$ cat config.mk
export PLATFORM = sky130hd
export DESIGN_NAME = imu_bias_corrector
export DESIGN_NICKNAME = d
export VERILOG_FILES = /design/src/rtl/imu_bias_corrector.sv
export SDC_FILE = /design/constraint.sdc
export NUM_CORES = 1
export LEC_CHECK = 0
export CORE_MARGIN = 5
export CORE_UTILIZATION = 30
export CTS_CLUSTER_SIZE = 10
export DETAILED_ROUTE_END_ITERATION = 7
export PLACE_DENSITY = 0.49
export RECOVER_POWER = 100
export SLEW_MARGIN = 20
export SYNTH_ARGS = -nofsm -noshare
export SYNTH_HDL_FRONTEND = slang
export SYNTH_SLANG_ARGS = --single-unit
$ cat constraint.sdc
create_clock -name clk_i -period 4.26 [get_ports clk_i]
set_clock_uncertainty 0.15 [all_clocks]
set_input_delay 0.852 -clock clk_i [delete_from_list [all_inputs] [get_ports clk_i]]
set_output_delay 0.852 -clock clk_i [all_outputs]
set_load 0.005 [all_outputs]
$ cat src/rtl/imu_bias_corrector.sv
// imu_bias_corrector
//   Removes the zero-rate offset from the packed MPU6050 gyro words and hands
//   the balance controller a rate-strobed copy of the sensor sample. After
//   reset it waits for the first non-zero sample. It then averages
//   2^CAL_LOG2 gyro samples to estimate the per-axis offset. From then on it
//   outputs saturated, offset-corrected gyro values, once per sample period.
//
// Ports
//   clk_i       system clock
//   rst_ni      asynchronous active-low reset
//   data1_i     {ay, ax}  raw accelerometer X/Y (signed 16-bit each)
//   data2_i     {gx, az}  raw gyro X, accelerometer Z
//   data3_i     {gz, gy}  raw gyro Z/Y
//   recal_i     one-cycle pulse that restarts calibration (ignored in ST_WAIT)
//   data1_o     {ay, ax}            passed through
//   data2_o     {gx_corr, az}
//   data3_o     {gz_corr, gy_corr}
//   valid_o     one-cycle strobe; data outputs change only on this cycle
//   cal_done_o  high while corrected data is being produced (ST_RUN)
//
// Handshake: there is no handshake on the inputs. They are treated as
// quasi-static and sampled on the sample tick only. valid_o is a pure strobe
// with no ready: the consumer must capture the data while valid_o is high.
// The data outputs also hold their value until the next strobe.

module imu_bias_corrector #(
  parameter int SAMPLE_DIV = 100_000,
  parameter int CAL_LOG2   = 8
) (
  input  logic        clk_i,
  input  logic        rst_ni,
  input  logic [31:0] data1_i,
  input  logic [31:0] data2_i,
  input  logic [31:0] data3_i,
  input  logic        recal_i,
  output logic [31:0] data1_o,
  output logic [31:0] data2_o,
  output logic [31:0] data3_o,
  output logic        valid_o,
  output logic        cal_done_o
);

  localparam int CW = $clog2(SAMPLE_DIV);
  localparam int AW = 16 + CAL_LOG2;
  localparam logic [CW-1:0] TICK_LAST = CW'(SAMPLE_DIV - 1);

  typedef enum logic [1:0] {
    ST_WAIT = 2'd0,
    ST_CAL  = 2'd1,
    ST_RUN  = 2'd2
  } state_e;

  state_e                state_q, state_d;
  logic [CW-1:0]         tick_cnt_q, tick_cnt_d;
  logic [CAL_LOG2-1:0]   smp_cnt_q, smp_cnt_d;
  logic signed [AW-1:0]  acc_x_q, acc_x_d, acc_y_q, acc_y_d, acc_z_q, acc_z_d;
  logic [15:0]           off_x_q, off_x_d, off_y_q, off_y_d, off_z_q, off_z_d;
  logic [31:0]           data1_q, data1_d, data2_q, data2_d, data3_q, data3_d;
  logic                  valid_q, valid_d;

  logic                  tick;
  logic                  any_nonzero;
  logic                  cal_last;
  logic [15:0]           gx, gy, gz, az;
  logic signed [AW-1:0]  sum_x, sum_y, sum_z;

  assign tick        = (tick_cnt_q == TICK_LAST);
  assign any_nonzero = |{data1_i, data2_i, data3_i};
  // The sample counter holds the number already accumulated, so all-ones
  // means the current tick brings in the 2^CAL_LOG2-th sample.
  assign cal_last    = (smp_cnt_q == '1);

  assign az = data2_i[15:0];
  assign gx = data2_i[31:16];
  assign gy = data3_i[15:0];
  assign gz = data3_i[31:16];

  // The running sums include the current sample, so the final tick can form
  // the offset without an extra cycle.
  assign sum_x = acc_x_q + AW'($signed(gx));
  assign sum_y = acc_y_q + AW'($signed(gy));
  assign sum_z = acc_z_q + AW'($signed(gz));

  // 17-bit difference clamped back into the signed 16-bit range.
  function automatic logic [15:0] sat_sub(input logic [15:0] g, input logic [15:0] o);
    logic [16:0] d;
    d = {g[15], g} - {o[15], o};
    if (d[16] != d[15]) return d[16] ? 16'h8000 : 16'h7FFF;
    return d[15:0];
  endfunction

  // State register and datapath flops
  always_ff @(posedge clk_i or negedge rst_ni) begin
    if (!rst_ni) begin
      state_q    <= ST_WAIT;
      tick_cnt_q <= '0;
      smp_cnt_q  <= '0;
      acc_x_q    <= '0;
      acc_y_q    <= '0;
      acc_z_q    <= '0;
      off_x_q    <= '0;
      off_y_q    <= '0;
      off_z_q    <= '0;
      data1_q    <= '0;
      data2_q    <= '0;
      data3_q    <= '0;
      valid_q    <= 1'b0;
    end else begin
      state_q    <= state_d;
      tick_cnt_q <= tick_cnt_d;
      smp_cnt_q  <= smp_cnt_d;
      acc_x_q    <= acc_x_d;
      acc_y_q    <= acc_y_d;
      acc_z_q    <= acc_z_d;
      off_x_q    <= off_x_d;
      off_y_q    <= off_y_d;
      off_z_q    <= off_z_d;
      data1_q    <= data1_d;
      data2_q    <= data2_d;
      data3_q    <= data3_d;
      valid_q    <= valid_d;
    end
  end

  // Next-state logic. recal_i takes priority over a coincident tick.
  always_comb begin
    state_d = state_q;
    case (state_q)
      ST_WAIT: if (tick && any_nonzero) state_d = ST_CAL;
      ST_CAL:  if (!recal_i && tick && cal_last) state_d = ST_RUN;
      ST_RUN:  if (recal_i) state_d = ST_CAL;
      default: state_d = ST_WAIT;
    endcase
  end

  // Datapath / output logic
  always_comb begin
    tick_cnt_d = tick ? '0 : tick_cnt_q + 1'b1;
    smp_cnt_d  = smp_cnt_q;
    acc_x_d    = acc_x_q;
    acc_y_d    = acc_y_q;
    acc_z_d    = acc_z_q;
    off_x_d    = off_x_q;
    off_y_d    = off_y_q;
    off_z_d    = off_z_q;
    data1_d    = data1_q;
    data2_d    = data2_q;
    data3_d    = data3_q;
    valid_d    = 1'b0;
    case (state_q)
      ST_WAIT: begin
        // The first live sample only starts calibration. It is not averaged.
        if (tick && any_nonzero) begin
          smp_cnt_d = '0;
          acc_x_d   = '0;
          acc_y_d   = '0;
          acc_z_d   = '0;
        end
      end
      ST_CAL, ST_RUN: begin
        if (recal_i) begin
          smp_cnt_d = '0;
          acc_x_d   = '0;
          acc_y_d   = '0;
          acc_z_d   = '0;
        end else if (tick && state_q == ST_CAL) begin
          smp_cnt_d = smp_cnt_q + 1'b1;
          acc_x_d   = sum_x;
          acc_y_d   = sum_y;
          acc_z_d   = sum_z;
          if (cal_last) begin
            // The arithmetic shift gives the floor of the mean.
            off_x_d = 16'(sum_x >>> CAL_LOG2);
            off_y_d = 16'(sum_y >>> CAL_LOG2);
            off_z_d = 16'(sum_z >>> CAL_LOG2);
          end
        end else if (tick) begin
          data1_d = data1_i;
          data2_d = {sat_sub(gx, off_x_q), az};
          data3_d = {sat_sub(gz, off_z_q), sat_sub(gy, off_y_q)};
          valid_d = 1'b1;
        end
      end
      default: ;
    endcase
  end

  assign data1_o    = data1_q;
  assign data2_o    = data2_q;
  assign data3_o    = data3_q;
  assign valid_o    = valid_q;
  assign cal_done_o = (state_q == ST_RUN);

endmodule

== Word-level counts from Yosys, hierarchy flattened ==
Index checks and enable logic that the tools add are counted.

* Bitwise operators: 2
* Multiplexer cells: 47
* Reduce and logical (&&, ||, !) cells: 13
* Add/sub/neg operators: 8
* Eq/ne operators: 11

{| class="wikitable"
|+ Operators by type and width
! cell !! count
|-
| two-way mux 24 bit || 7
|-
| two-way mux 16 bit || 9
|-
| case mux 24 bit (2 select lines) || 3
|-
| OR reduction 96 bit || 1
|-
| adder 24 x 16 -> 24 bit || 3
|-
| subtractor 16 x 16 -> 17 bit || 3
|-
| two-way mux 8 bit || 3
|-
| two-way mux 1 bit || 19
|-
| adder 17 x 1 -> 17 bit, second input constant || 1
|-
| equality test 17 bit, second input constant || 1
|-
| two-way mux 17 bit || 1
|-
| case mux 8 bit (2 select lines) || 1
|-
| adder 8 x 1 -> 8 bit, second input constant || 1
|-
| equality test 8 bit, second input constant || 1
|-
| AND reduction 4 bit || 2
|-
| two-way mux 2 bit || 3
|-
| inequality test 2 bit, second input constant || 3
|-
| case mux 2 bit (3 select lines) || 1
|-
| AND reduction 3 bit || 2
|-
| logical AND 1 bit || 4
|-
| inequality test 1 bit || 3
|-
| inequality test 3 bit, second input constant || 1
|-
| equality test 2 x 1 -> 1 bit, second input constant || 1
|-
| equality test 2 bit, second input constant || 1
|-
| other kinds (5) || 6
|}

* Output and inout port bits: 98
* Flip-flop bits (word level): 244

== Logic depth before layout (Yosys ltp) ==
* Depth after elaboration: 8
* Gate-level depth with buffers: 15

== Worst setup path before layout ==
OpenSTA, ideal clock, no wires.

* Path type: input to register
* From: in data3_i[0]
* To: reg data3_q[10] (netlist: data3_o[10])
* Slack: 0.502 ns
* Cell stages on the path: 14
* Setup time: 0.125 ns
* Arrival: 3.483 ns
* Cells stage by stage: inv_1 > ha_1 > inv_1 > fa_1 > a211oi_1 > o21bai_1 > a21oi_1 > a21oi_1 > a221oi_2 > a211oi_1 > a31o_2 > buf_2 > maj3_2 > mux2_2

* Longest elaborated chain between the ends: 8
* Elaborated cells on any way between the ends: 10
* Classes of those cells: 1 x add/sub; 1 x eq/ne; 8 x mux

{| class="wikitable"
|+ RTL lines
! element !! RTL line !! source
|-
| start, declared || 34 || <nowiki>input logic [31:0] data3_i,</nowiki>
|-
| subtractor 16 x 16 -> 17 bit (*) || 87 || <nowiki>d = {g[15], g} - {o[15], o};</nowiki>
|-
| inequality test 1 bit || 88 || <nowiki>if (d[16] != d[15]) return d[16] ? 16'h8000 : 16'h7FFF;</nowiki>
|-
| two-way mux 1 bit || 88 ||
|-
| two-way mux 1 bit || 177 || <nowiki>end else if (tick) begin</nowiki>
|-
| two-way mux 1 bit || 166 || <nowiki>end else if (tick && state_q == ST_CAL) begin</nowiki>
|-
| two-way mux 1 bit || 161 || <nowiki>if (recal_i) begin</nowiki>
|-
| two-way mux 1 bit || 150 || <nowiki>case (state_q)</nowiki>
|-
| two-way mux 16 bit (*) || 89 || <nowiki>return d[15:0];</nowiki>
|-
| end signal, assigned || 120 || <nowiki>data3_q <= data3_d;</nowiki>
|-
| end, declared || 58 || <nowiki>logic [31:0] data1_q, data1_d, data2_q, data2_d, data3_q, data3_d;</nowiki>
|}

Every way passes the cells marked *; elsewhere a longest branch is shown, timed or not. The select of a mux whose other input is x is not followed.
A chain may end at the register's enable or synchronous reset.

== Worst setup path after layout ==
* From: in data2_i[17]
* To: reg acc_x_q[16]

* Longest elaborated chain between the ends: 4
* Elaborated cells on any way between the ends: 8
* Classes of those cells: 1 x add/sub; 1 x eq/ne; 3 x mux; 3 x reduce/logical

{| class="wikitable"
|+ RTL lines
! element !! RTL line !! source
|-
| start, declared || 33 || <nowiki>input logic [31:0] data2_i,</nowiki>
|-
| adder 24 x 16 -> 24 bit / OR reduction 96 bit (equally long branches) || 80, 68 ||
|-
| two-way mux 24 bit / logical AND 1 bit (equally long branches) || 166, 153 ||
|-
| two-way mux 24 bit / inequality test 2 bit (equally long branches) || n/a ||
|-
| case mux 24 bit (2 select lines) / AND reduction 3 bit (equally long branches) || n/a ||
|-
| end signal, assigned || 98 || <nowiki>acc_x_q <= '0;</nowiki>
|-
| end signal, assigned || 112 || <nowiki>acc_x_q <= acc_x_d;</nowiki>
|-
| end, declared || 56 || <nowiki>logic signed [AW-1:0] acc_x_q, acc_x_d, acc_y_q, acc_y_d, acc_z_q, acc_z_d;</nowiki>
|}

Parallel ways exist; a longest one is shown, timed or not. The select of a mux whose other input is x is not followed.

==> results.txt <==
The ratio of cells with drive above 1 in the final layout is 0.101. The synthesized area per cell came out at 8.89 sq um. The ratio of final minimum period to clock period is 0.946.

The launch point of the worst reg-to-reg path is tick_cnt_q[0]$_DFF_PN0_. The critical path class is primary input to flop. After layout, the minimum clock period comes to 4030 ps. The area of the placeable core came out at 50200 sq um. The count of different cell masters after synthesis is 74. The die is 235 microns tall. Of all cell types, the one taking the most synthesized area is dfrtp_1. In this run the worst setup path begins at data2_i[17].

TritonCTS built the clock tree. The total number of placement rows came out at 82. The cell area after synthesis came out at 15200 sq um.

The maximum ir drop on the vdd rail came out at 0.000298 V. CTS placed an instance of clkbuf_16 at the clock tree root. The clock network latency to the later pin of the worst-skew pair came out at 580 ps. The CTS buffer count is 31. Setup repair after global routing left no endpoint under its margin. The endpoint kind of the worst setup timing path is a flop. The total power per unit cell area came out at 317 nW/um^2. The run finished, with violations left. Yosys printed 0 warnings. The multi-input combinational cell area is 8520 sq um.

The required time of the critical path came out at 4580 ps. The die covers 55300 sq um. By area the synthesized netlist is led by dfrtp_1, ha_1, nand2_1, o21ai_0, a21oi_1. The count of final setup violators is 0. Hold repair after CTS inserted 0 buffers. The detailed-route DRC error count is 0. At the end of routability-driven placement, the weighted congestion stood at 0.825. The count of final max-slew check failures came to 159.

In this run the tightest slew margin relative to its limit is -0.493. The number of clock sinks came out at 244. Counting every net in the synthesized netlist gives 1937. The combined flip-flop and latch cell area came out at 6110 sq um.

The quantity of I/O buffers inserted on ports came out at 196. The number of gates resized after cts came out at 0. The number of cells produced by synthesis is 1710. Leaving out fill and tap cells, the most frequent cell in the layout is nand2_1. STA classifies the critical path startpoint as a primary input. The reg-to-reg setup timing slack is 470 ps.

The number of filler instances in the final layout came out at 4991. The path class of the tightest hold or removal check is flop to flop. The biggest fanout along the worst timing path came out at 13. The repair_antennas step left the layout with diodes totalling 0. Relative to the synthesized area, the layout overhead comes to 30.1%. The pin slew with the least headroom to its limit came out at 2240 ps.

The final reports fail on capacitance limit, slew limit. Counting tap cells, the placed design contains a total of 2652 instances. Of all flip-flops after synthesis, the portion carrying an async set or reset was 1.00. The sequential cell area fraction in the yosys report came out at 0.402. The number of DRC violations after detailed-routing iteration 0 is 652. The total non-filler cell area in the finished layout is 19800 sq um. The die boundary width came out at 235 microns.

The number of vias in the routed layout came out at 13290. The detail route stage leaves a number of antenna-violating nets equal to 0. The number of failing hold endpoints at the final stage came out at 0.

The number of global-route vias before repair came out at 13319. After synthesis the netlist holds a flip-flop and latch count of 244. The initial utilization of the core area, before any placement, comes to 0.303. The number of ports placed on the die boundary came out at 197. The leakage component of the power came out at 9.67 nW. The depth of the CTS H-tree is 1. The logic depth of the worst register-to-register path is 9. The placement-stage cell area is 19000 sq um. For this run, the leading register cell type out of synthesis is dfrtp_1.

For this run, the detailed router's first-pass iteration total came to 5. Clock-pin slew was measured on the worst setup and hold paths at 60 ps. Entering global routing, the biggest net connects 88 pins. The worst register-to-register path ends at data1_o[6]$_DFFE_PN0P_.

The number of nets in the layout is 2240. Max-cap violations in this run came to 2. The total global-route track usage is 0.166. The number of buffers between clock root and the deepest sink is 3.

The termination of the worst setup path is acc_x_q[16]$_DFFE_PN0P_. Excluding fillers, the count of instances in the completed layout stands at 2704. In the final routed layout, each cell accounts on average for 17.5 microns.

The highest attainable clock frequency is 0.248 GHz. The initial antenna violation count is 0. Of the post-synthesis cell area, the dominant cell type holds 0.402.

The post-CTS setup buffer count came out at 0. The routed design has 47300 microns of wire. The library cells used most frequently in the layout, excluding fill and tap cells, are nand2_1, dfrtp_1, o21ai_0.

The count of flip-flops with a built-in enable after synthesis is 0. Using the TritonRoute via totals, the vias-per-cell ratio works out to 4.91. The post-DP HPWL is 36300 microns. The arrival time of data at the critical path endpoint came out at 4350 ps.

After global routing the overflow that remains totals 0. The wire length of the first global-routing pass is 75400 microns.
routing by layer:
| layer | global-route usage | up-vias | part of all wire |
|---|---|---|---|
| li1 | - | 6687 | - |
| met1 | 0.223 | 6383 | 0.46 |
| met2 | 0.290 | 165 | 0.49 |
| met3 | 0.0193 | 55 | 0.029 |
| met4 | 0.0375 | 0 | 0.019 |
| met5 | 0 | - | 0 |
synthesized netlist by cell type, types with 8 or more instances:
cell type / instances
a211oi_1: 9
inv_1: 90
clkbuf_1: 45
nor3_1: 18
or3_1: 12
nand2_1: 310
nor2b_1: 24
a31o_2: 8
dfrtp_1: 244
ha_1: 122
nor4_1: 26
o31ai_1: 27
o21ai_1: 26
o21a_1: 34
o21bai_1: 12
nand3_1: 23
nand4_1: 16
nand2b_1: 13
a21o_1: 32
a21oi_1: 102
xnor2_1: 57
nor2_1: 103
mux2_2: 12
and3_1: 13
xor2_1: 39
a31oi_1: 8
o21ai_0: 122
a22o_1: 35
worst min-delay path by stage:
stage | startpoint | to | slack [ps] | cells past startpoint
floorplan | smp_cnt_q[7]$_DFFE_PN0P_ | smp_cnt_q[7]$_DFFE_PN0P_ | 300 | 1
global placement | data2_o[9]$_DFFE_PN0P_ | data2_o[9]$_DFFE_PN0P_ | 310 | 2
detailed placement | data1_o[1]$_DFFE_PN0P_ | data1_o[1]$_DFFE_PN0P_ | 310 | 2
CTS | rst_ni | data1_o[5]$_DFFE_PN0P_ | 130 | 1
global route | data2_o[15]$_DFFE_PN0P_ | data2_o[15]$_DFFE_PN0P_ | 340 | 2
finish | data1_o[31]$_DFFE_PN0P_ | data1_o[31]$_DFFE_PN0P_ | 320 | 2
power breakdown:
group	internal [W]	switching [W]	leakage (nW)
sequential	0.00238	0.0000339	3.25
clock	0.00150	0.00102	0.473
combinational	0.000557	0.000776	5.96
total	0.00444	0.00183	9.67
flip-flops by register name (all words and copies together), names as in the netlist:
| name | cells |
|---|---|
| valid_o | 1 |
| state_q | 2 |
| acc_x_q | 24 |
| data3_o | 32 |
| off_y_q | 16 |
| off_z_q | 16 |
| data2_o | 32 |
| acc_y_q | 24 |
| acc_z_q | 24 |
| data1_o | 32 |
| tick_cnt_q | 17 |
| smp_cnt_q | 8 |
| off_x_q | 16 |
critical path: stages:
cell and delay, ps:
clkdlybuf4s50_1 440, buf_12 160, nor4_1 310, clkbuf_1 300
nand4_1 220, clkbuf_1 200, nor4_1 240, buf_4 160
nand2_1 50, a21bo_2 250, o221ai_4 80, clkbuf_1 690
buf_12 220, a21oi_1 70, o211ai_1 90
final cells by class:
class | instances | share of cell area
inverters | 91 | 0.0173
clock buffers | 47 | 0.0458
repair buffers | 329 | 0.152
well taps | 672 | 0.0425
flip-flops and latches | 244 | 0.309
multi-input cells | 1316 | 0.431
clock inverters | 5 | 0.00272
logic make-up after synthesis:
kind of cell             after synthesis  synth area share
AND/OR/NAND/NOR                      590             0.174
AO/OA/AOI/OAI                        485             0.210
flip-flops                           244             0.402
buffers and inverters                150            0.0380
adder cells (fa/ha/maj)              129             0.109
XOR/XNOR                              96            0.0553
multiplexers                          16            0.0115
stage by stage:
stage          TNS [ps]  hold slack, ps  power (W)   util  worst slack (ps)
2_1_floorplan         0             295    0.00323      -               502
3_3_place_gp       -359             310    0.00384  0.379             -79.1
3_5_place_dp      -1300             313    0.00385  0.379              -106
4_1_cts               0             131    0.00643  0.398               488
5_1_grt               0             339    0.00661  0.394              23.3
6_report              0             316    0.00627  0.394               231
(Power assumes the default switching activity.)
